**src/rtl/alu_operand_sequencer_if.sv**
```systemverilog
// ---------------------------------------------------------------------------
// alu_operand_sequencer_if
//   Instruction handshake bundle between an instruction source and the
//   ALU operand sequencer.
//
//   instr_valid  source -> sequencer  instruction offered
//   instr_ready  sequencer -> source  sequencer can accept an instruction
//   instr_sel    source -> sequencer  ALU operation code
//   instr_rd     source -> sequencer  destination register
//   instr_rs1    source -> sequencer  source register for ALU a
//   instr_rs2    source -> sequencer  source register for ALU b
//
//   master : the instruction source
//   slave  : the sequencer
// ---------------------------------------------------------------------------
interface alu_operand_sequencer_if #(
   parameter int AW = 3
);
   logic          instr_valid;
   logic          instr_ready;
   logic [3:0]    instr_sel;
   logic [AW-1:0] instr_rd;
   logic [AW-1:0] instr_rs1;
   logic [AW-1:0] instr_rs2;

   modport master (
      output instr_valid,
      input  instr_ready,
      output instr_sel,
      output instr_rd,
      output instr_rs1,
      output instr_rs2
   );

   modport slave (
      input  instr_valid,
      output instr_ready,
      input  instr_sel,
      input  instr_rd,
      input  instr_rs1,
      input  instr_rs2
   );
endinterface

```
**src/rtl/alu_operand_sequencer.sv**
```systemverilog
// ---------------------------------------------------------------------------
// alu_operand_sequencer
//   Control stage in front of a combinational DW-bit ALU. Holds an NREG-entry
//   register file, accepts one instruction at a time, presents registered
//   operands/select to the ALU, writes the ALU result back and reports it on
//   a one-cycle strobe together with a zero flag. A side load port writes
//   the register file in any state.
//
//   Ports:
//     clk, rst_n          clock, asynchronous active-low reset
//     bus (slave)         instruction handshake (valid/ready, sel, rd, rs1, rs2)
//     ld_en/addr/data     register file load port
//     alu_a/alu_b/alu_sel registered ALU inputs, change once per instruction
//     alu_out             combinational ALU result
//     res_valid           one-cycle strobe: result written back
//     res_data/rd/zero    captured result, destination and zero flag (held)
//     busy                high while an instruction is in READ or EXEC
//
//   Timing: accept at edge N, operands registered at N+1, writeback at N+2,
//   res_valid high in the cycle after N+2, which is also the first cycle
//   instr_ready is high again.
// ---------------------------------------------------------------------------
module alu_operand_sequencer #(
   parameter int DW   = 16,
   parameter int NREG = 8,
   localparam int AW  = $clog2(NREG)
) (
   input  logic                   clk,
   input  logic                   rst_n,
   alu_operand_sequencer_if.slave bus,
   input  logic                   ld_en,
   input  logic [AW-1:0]          ld_addr,
   input  logic [DW-1:0]          ld_data,
   output logic [DW-1:0]          alu_a,
   output logic [DW-1:0]          alu_b,
   output logic [3:0]             alu_sel,
   input  logic [DW-1:0]          alu_out,
   output logic                   res_valid,
   output logic [DW-1:0]          res_data,
   output logic [AW-1:0]          res_rd,
   output logic                   res_zero,
   output logic                   busy
);

   typedef enum logic [1:0] {
      ST_IDLE = 2'd0,
      ST_READ = 2'd1,
      ST_EXEC = 2'd2
   } state_t;

   state_t        state_r;
   logic [3:0]    sel_r;
   logic [AW-1:0] rd_r;
   logic [AW-1:0] rs1_r;
   logic [AW-1:0] rs2_r;
   logic          ready_r;
   logic [DW-1:0] rf_r [NREG];
   logic          accept_s;

   function automatic logic is_zero(input logic [DW-1:0] v);
      is_zero = (v == {DW{1'b0}});
   endfunction

   assign bus.instr_ready = ready_r;

   // Handshake qualifier; ready_r is only high in IDLE.
   always_comb begin
      accept_s = 1'b0;
      if (bus.instr_valid && ready_r) begin
         accept_s = 1'b1;
      end else begin
         accept_s = 1'b0;
      end
   end

   // Sequencer FSM, register file and all registered outputs.
   always_ff @(posedge clk or negedge rst_n) begin
      if (!rst_n) begin
         state_r   <= ST_IDLE;
         sel_r     <= 4'd0;
         rd_r      <= {AW{1'b0}};
         rs1_r     <= {AW{1'b0}};
         rs2_r     <= {AW{1'b0}};
         ready_r   <= 1'b1;
         busy      <= 1'b0;
         alu_a     <= {DW{1'b0}};
         alu_b     <= {DW{1'b0}};
         alu_sel   <= 4'd0;
         res_valid <= 1'b0;
         res_data  <= {DW{1'b0}};
         res_rd    <= {AW{1'b0}};
         res_zero  <= 1'b1;
         for (int i = 0; i < NREG; i++) begin
            rf_r[i] <= {DW{1'b0}};
         end
      end else begin
         res_valid <= 1'b0;

         // Side load first: a writeback to the same entry later in this
         // block overrides it, so the writeback wins a same-edge collision.
         if (ld_en) begin
            rf_r[ld_addr] <= ld_data;
         end

         case (state_r)
            ST_IDLE: begin
               if (accept_s) begin
                  sel_r   <= bus.instr_sel;
                  rd_r    <= bus.instr_rd;
                  rs1_r   <= bus.instr_rs1;
                  rs2_r   <= bus.instr_rs2;
                  ready_r <= 1'b0;
                  busy    <= 1'b1;
                  state_r <= ST_READ;
               end else begin
                  ready_r <= 1'b1;
                  busy    <= 1'b0;
                  state_r <= ST_IDLE;
               end
            end
            ST_READ: begin
               // rf_r still holds pre-edge values, so a same-edge load to a
               // source register does not affect the operand.
               alu_a   <= rf_r[rs1_r];
               alu_b   <= rf_r[rs2_r];
               alu_sel <= sel_r;
               ready_r <= 1'b0;
               busy    <= 1'b1;
               state_r <= ST_EXEC;
            end
            ST_EXEC: begin
               rf_r[rd_r] <= alu_out;
               res_data   <= alu_out;
               res_rd     <= rd_r;
               res_zero   <= is_zero(alu_out);
               res_valid  <= 1'b1;
               ready_r    <= 1'b1;
               busy       <= 1'b0;
               state_r    <= ST_IDLE;
            end
            default: begin
               ready_r <= 1'b1;
               busy    <= 1'b0;
               state_r <= ST_IDLE;
            end
         endcase
      end
   end

endmodule

```
**src/flat_wrapper.sv**
```systemverilog
// flat-port wrapper written by rule: the top's interface ports become plain ports
module alu_operand_sequencer_flat 
#(
   parameter int DW   = 16,
   parameter int NREG = 8,
   localparam int AW  = $clog2(NREG)
)
  (clk, rst_n, ld_en, ld_addr, ld_data, alu_a, alu_b, alu_sel, alu_out, res_valid, res_data, res_rd, res_zero, busy, bus_instr_valid, bus_instr_ready, bus_instr_sel, bus_instr_rd, bus_instr_rs1, bus_instr_rs2);
  alu_operand_sequencer_if #(.AW(3)) bus_i ();
  input  logic clk;
  input  logic rst_n;
  input  logic ld_en;
  input  logic [AW-1:0] ld_addr;
  input  logic [DW-1:0] ld_data;
  output logic [DW-1:0] alu_a;
  output logic [DW-1:0] alu_b;
  output logic [3:0] alu_sel;
  input  logic [DW-1:0] alu_out;
  output logic res_valid;
  output logic [DW-1:0] res_data;
  output logic [AW-1:0] res_rd;
  output logic res_zero;
  output logic busy;
  input wire logic [$bits(bus_i.instr_valid)-1:0] bus_instr_valid;
  output wire logic [$bits(bus_i.instr_ready)-1:0] bus_instr_ready;
  input wire logic [$bits(bus_i.instr_sel)-1:0] bus_instr_sel;
  input wire logic [$bits(bus_i.instr_rd)-1:0] bus_instr_rd;
  input wire logic [$bits(bus_i.instr_rs1)-1:0] bus_instr_rs1;
  input wire logic [$bits(bus_i.instr_rs2)-1:0] bus_instr_rs2;
  assign bus_i.instr_valid = bus_instr_valid;
  assign bus_instr_ready = bus_i.instr_ready;
  assign bus_i.instr_sel = bus_instr_sel;
  assign bus_i.instr_rd = bus_instr_rd;
  assign bus_i.instr_rs1 = bus_instr_rs1;
  assign bus_i.instr_rs2 = bus_instr_rs2;
  alu_operand_sequencer #(.DW(DW), .NREG(NREG)) u_core (.clk(clk), .rst_n(rst_n), .bus(bus_i), .ld_en(ld_en), .ld_addr(ld_addr), .ld_data(ld_data), .alu_a(alu_a), .alu_b(alu_b), .alu_sel(alu_sel), .alu_out(alu_out), .res_valid(res_valid), .res_data(res_data), .res_rd(res_rd), .res_zero(res_zero), .busy(busy));
endmodule
```
**config.mk**
```make
export PLATFORM = sky130hd
export DESIGN_NAME = alu_operand_sequencer_flat
export DESIGN_NICKNAME = d
export VERILOG_FILES = /design/src/rtl/alu_operand_sequencer_if.sv /design/src/rtl/alu_operand_sequencer.sv /design/src/flat_wrapper.sv
export SDC_FILE = /design/constraint.sdc
export NUM_CORES = 1
export LEC_CHECK = 0
export BUFFER_PORTS_ARGS = -buffer_cell sky130_fd_sc_hd__buf_4
export CAP_MARGIN = 0
export CORE_MARGIN = 2
export CORE_UTILIZATION = 55
export DETAILED_ROUTE_END_ITERATION = 16
export GPL_TIMING_DRIVEN = 1
export HOLD_SLACK_MARGIN = 0.06
export PLACE_DENSITY = 0.77
export SLEW_MARGIN = 20
export SYNTH_ARGS = -nofsm -noshare
export SYNTH_HDL_FRONTEND = slang
export SYNTH_SLANG_ARGS = --single-unit
```
**constraint.sdc**
```tcl
create_clock -name clk -period 3.95 [get_ports clk]
set_clock_uncertainty 0.15 [all_clocks]
set_input_delay 0.395 -clock clk [delete_from_list [all_inputs] [get_ports clk]]
set_output_delay 0.395 -clock clk [all_outputs]
set_load 0.02 [all_outputs]
```
==> results <==
- The share of total power dissipated in sequential elements is a little over a third.
- Once the clock tree was built, the setup fixing pass inserted 0 buffers.
- By instance count, the leading cell after synthesis is mux2_2.
- Setup repair after global routing left no endpoint under its margin.
- The buffer cell driving the clock tree root is clkbuf_16.
- The number of levels the H-tree was split into is 1.
- The number of global-route vias before repair is a little over 8k.
- The die is 149 microns wide.
- The sequential cell area fraction in the yosys report is 44.0%.
- The mapped cell area is 11500 sq um.
- The cell with the largest stage delay on the worst path is nand3_1.
- Sorting the synthesized cells by area gives the leading types as dfrtp_1, mux2_2, mux2i_1, mux2_4, nand2_1.
- After layout, the worst path uses between 60% and 70% of the clock period.
- Summing all flip-flop and latch instances after layout gives 5060 sq um.
- The setup TNS is 0 ps.
- Dividing total power by cell area gives a power density of around 860 nW/um^2.
- The post-synthesis async set-or-reset flop share is between 90% and 100%.
- A synthesized cell averages roughly 13 sq um.
- The initial antenna violation count came to 0.
- Data on the critical path is required at its endpoint by about 4200 ps.
- The overall via count from detail_route is 7890.
- The multi-input gate area in the final layout is 6030 sq um.
- The number of buffers created by CTS is 23.
- The final hold violation count is 0.
- The number of placed instances, taps included, is ~1.2k.
- The filler cell count in the final layout is around 1.5k.
- Entering global routing, the biggest net connects 89 pins.
- The number of nets handed over by synthesis was 965.
- In the synthesized netlist the dominant register cell turns out to be dfrtp_1.
- The run finished with clean final reports.
- The final routed wire length divided by cell count is 23.7 microns.
- IR analysis of the VDD net gives a maximum drop of between 0.5 and 0.6 mV.
- The type of element launching the critical path is a flip-flop.
- The finished cells cover 13400 sq um.
- TritonCTS built the clock tree.
- The count of mapped cells out of synthesis is 913.
- The share of total power dissipated in combinational logic is 47.2%.
- The worst setup path is of the flip-flop to flip-flop kind.
- The total wire length after detailed routing is 30.7 mm.
- For this run the aggregate overflow at the end of global routing stands at 0.
- The number of setup violations in the final report is 0.
- The number of top-level pins is 111.
- The worst-case register-to-register setup slack is between 1000 and 1500 ps.
- The clock-pin transition on the worst setup and hold timing paths is 60 ps.
- The total inserted antenna cells is 0.
- The floorplan die height is 149 microns.
- In the routed layout, each cell is associated on average with a via count of just over 6.
- The initial core utilization is a little under three fifths.
- Derived from the worst setup path, the maximum achievable clock frequency is between 300 and 400 MHz.
- The total number of placement rows is 52.
- The core area is 20400 sq um.
- The delay of the slowest cell on the worst path is ~780 ps.
- The clock net in this run drives a total of 202 sinks.
- The maximum fanout along the worst path is 24.
- Counting I/O delays and the setup requirement, the final critical path takes about 2700 ps.
- In this run the static leakage power is 6.05 nW.
- The sum of net half-perimeters after detailed placement is 18.4 mm.
- Cells with a size suffix above 1 make up 50.4% of the layout.
- The signal on the critical path passes through nand2b_4, inv_2, nand3_1, mux2_2.
- The transition at the pin with the smallest max-transition slack is 1120 ps.
- For this run, design rule violations remaining after detail routing come to 0.
- The number of max-slew violations in the final report was 0.
- In this run the power spent charging and discharging nets is 4.25 mW.
- Counting instances in the post-synthesis netlist gives the leading cell types as mux2_2, dfrtp_1, nand2_1, mux2i_1.
- From synthesis to final layout, the design area changed by 16.7%.
- The number of max-capacitance violations reported is 0.
- The number of flops mapped to enable cells by yosys is 0.
- In the global route stage, overall resource usage came out at 28.2%.
- The Yosys step of the flow raised 0 warnings.
- The final estimated routing congestion in global placement is 0.764.
- At the worst endpoint, the arrival time is 2970 ps.
- The worst setup path is captured at a flip-flop.
- The first TritonRoute pass finished after 5 iterations.
- The post-detailed-route count of antenna-violating nets is 0.
- The post-synthesis sequential element count is 202.
- The clock reaches the later pin of the worst-skew pair after 520 ps.
- In this run the tightest slew margin relative to its limit is 25.2%.
- The first routing iteration left 584 violations.
- The share of Yosys cell area claimed by the top area cell type is ~44%.
- The die area is 22100 sq um.
- The share of total power in the clock network is 17.6%.
- Once the clock tree was built, the resizer swapped 0 gates to a different size.
- The final cell count without fillers is ~1.3k.
- The count of buffers added on input and output ports is 110.
- The fraction of power spent switching nets is 36.8%.
- The path class of the lowest-slack min-delay path is input pin to flip-flop.
- The first global-routing pass estimated 47.8 mm of wire.
- The post-placement cell area is 12400 sq um.
- At the end of the flow, the number of nets in the layout was 1062.
- The cell internal power dissipation is approximately 7.3 mW.
- The maximum clock insertion buffer count is 3.
- The count of distinct cell types in the synthesized netlist is 36.
- Summed over all instances, the cell type with the most area after synthesis is dfrtp_1.
-- state kept, by name, indices dropped and copies added, names as in the netlist --
name and cells:
u_core.alu_b 16, u_core.rf_r 128, u_core.bus.instr_ready 1, u_core.alu_sel 4
u_core.res_valid 1, u_core.state_r 2, u_core.rs1_r 3, u_core.res_rd 3
u_core.rs2_r 3, u_core.busy 1, u_core.res_data 16, u_core.sel_r 4
u_core.res_zero 1, u_core.alu_a 16, u_core.rd_r 3
-- final timing paths --
check,to,cells past startpoint,startpoint
setup reg to reg,u_core.rf_r[103]$_DFF_PN0_,4,u_core.state_r[0]$_DFF_PN0_
hold / removal,u_core.res_data[4]$_DFFE_PN0N_,3,alu_out[4]
hold reg to reg,u_core.alu_b[10]$_DFFE_PN0P_,2,u_core.alu_b[10]$_DFFE_PN0P_
setup / recovery,u_core.rf_r[103]$_DFF_PN0_,4,u_core.state_r[0]$_DFF_PN0_
max in group asynchronous,u_core.rf_r[79]$_DFF_PN0_,3,rst_n
min in group asynchronous,u_core.rf_r[16]$_DFF_PN0_,2,rst_n
-- worst max-delay path, delay by kind of cell, from the launching register on --
kind	cells	cell delay (ps)
flops	1	460
buf+inv	1	360
simple gates	2	1070
mux	1	550
-- cell usage in the layout (no fill, tap or decap), types with 3 or more instances in the layout --
cell type	instances
a22o_1	32
buf_12	3
buf_4	120
clkbuf_1	6
clkbuf_16	23
clkbuf_8	7
clkinv_2	4
dfrtp_1	198
dlygate4sd3_1	29
mux2_2	296
mux2_4	40
mux2i_1	64
nand2_1	94
nand3_2	3
nand4b_4	3
nor2b_1	4
nor4_1	4
o22ai_1	32
o31ai_1	32
-- cell type report --
cell class | instances | share of cell area, %
clock buffers | 35 | 5.08
clock inverters | 5 | 0.215
inverters | 3 | 0.0840
multi-input cells | 627 | 44.9
flip-flops and latches | 202 | 37.7
well taps | 270 | 2.52
repair buffers | 153 | 9.43
-- through the flow --
step,power (mW),setup slack [ps],hold slack (ps),utilization (%)
floorplan,7.86,1880,-50.6,-
CTS,11.5,1240,62.3,65.8
finish,11.6,1210,63.4,65.9
detailed placement,9.43,1270,314,60.9
global placement,9.23,1340,318,60.9
global route,12.2,1100,71.8,65.9
-- power groups by stage --
stage          sequential, mW  combinational, mW  clock [mW]
6_report                 4.07               5.45        2.03
5_1_grt                  4.19               5.84        2.14
4_1_cts                  4.03               5.44        2.05
3_5_place_dp             4.05               5.38           0
3_3_place_gp             3.99               5.25           0
2_1_floorplan            4.03               3.82           0
-- cells by family (layout without fill, tap and decap cells) --
| family | after synthesis | in the layout | share of synthesized area [%] |
|---|---|---|---|
| compound gates | 98 | 98 | 6.36 |
| buf+inv | 84 | 196 | 3.82 |
| flops | 202 | 202 | 44.0 |
| mux | 401 | 401 | 39.9 |
| simple gates | 128 | 128 | 5.92 |
-- metal layers --
layer  up-vias  wire length [microns]  global-route usage [%]
li1       3552                      -                       -
met1      4048                  13900                    39.9
met2       234                  14600                    45.5
met3        56                   1540                    4.60
met4         0                    740                    7.57
met5         -                      0                       0
-- repair_timing --
item / 4_1_cts / 5_1_grt
endpoints found under the hold margin: 146 / 0
hold buffers: 29 / 0
endpoints found under the setup margin: 0 / 0
Note: power is estimated with default switching activity, not from simulation.
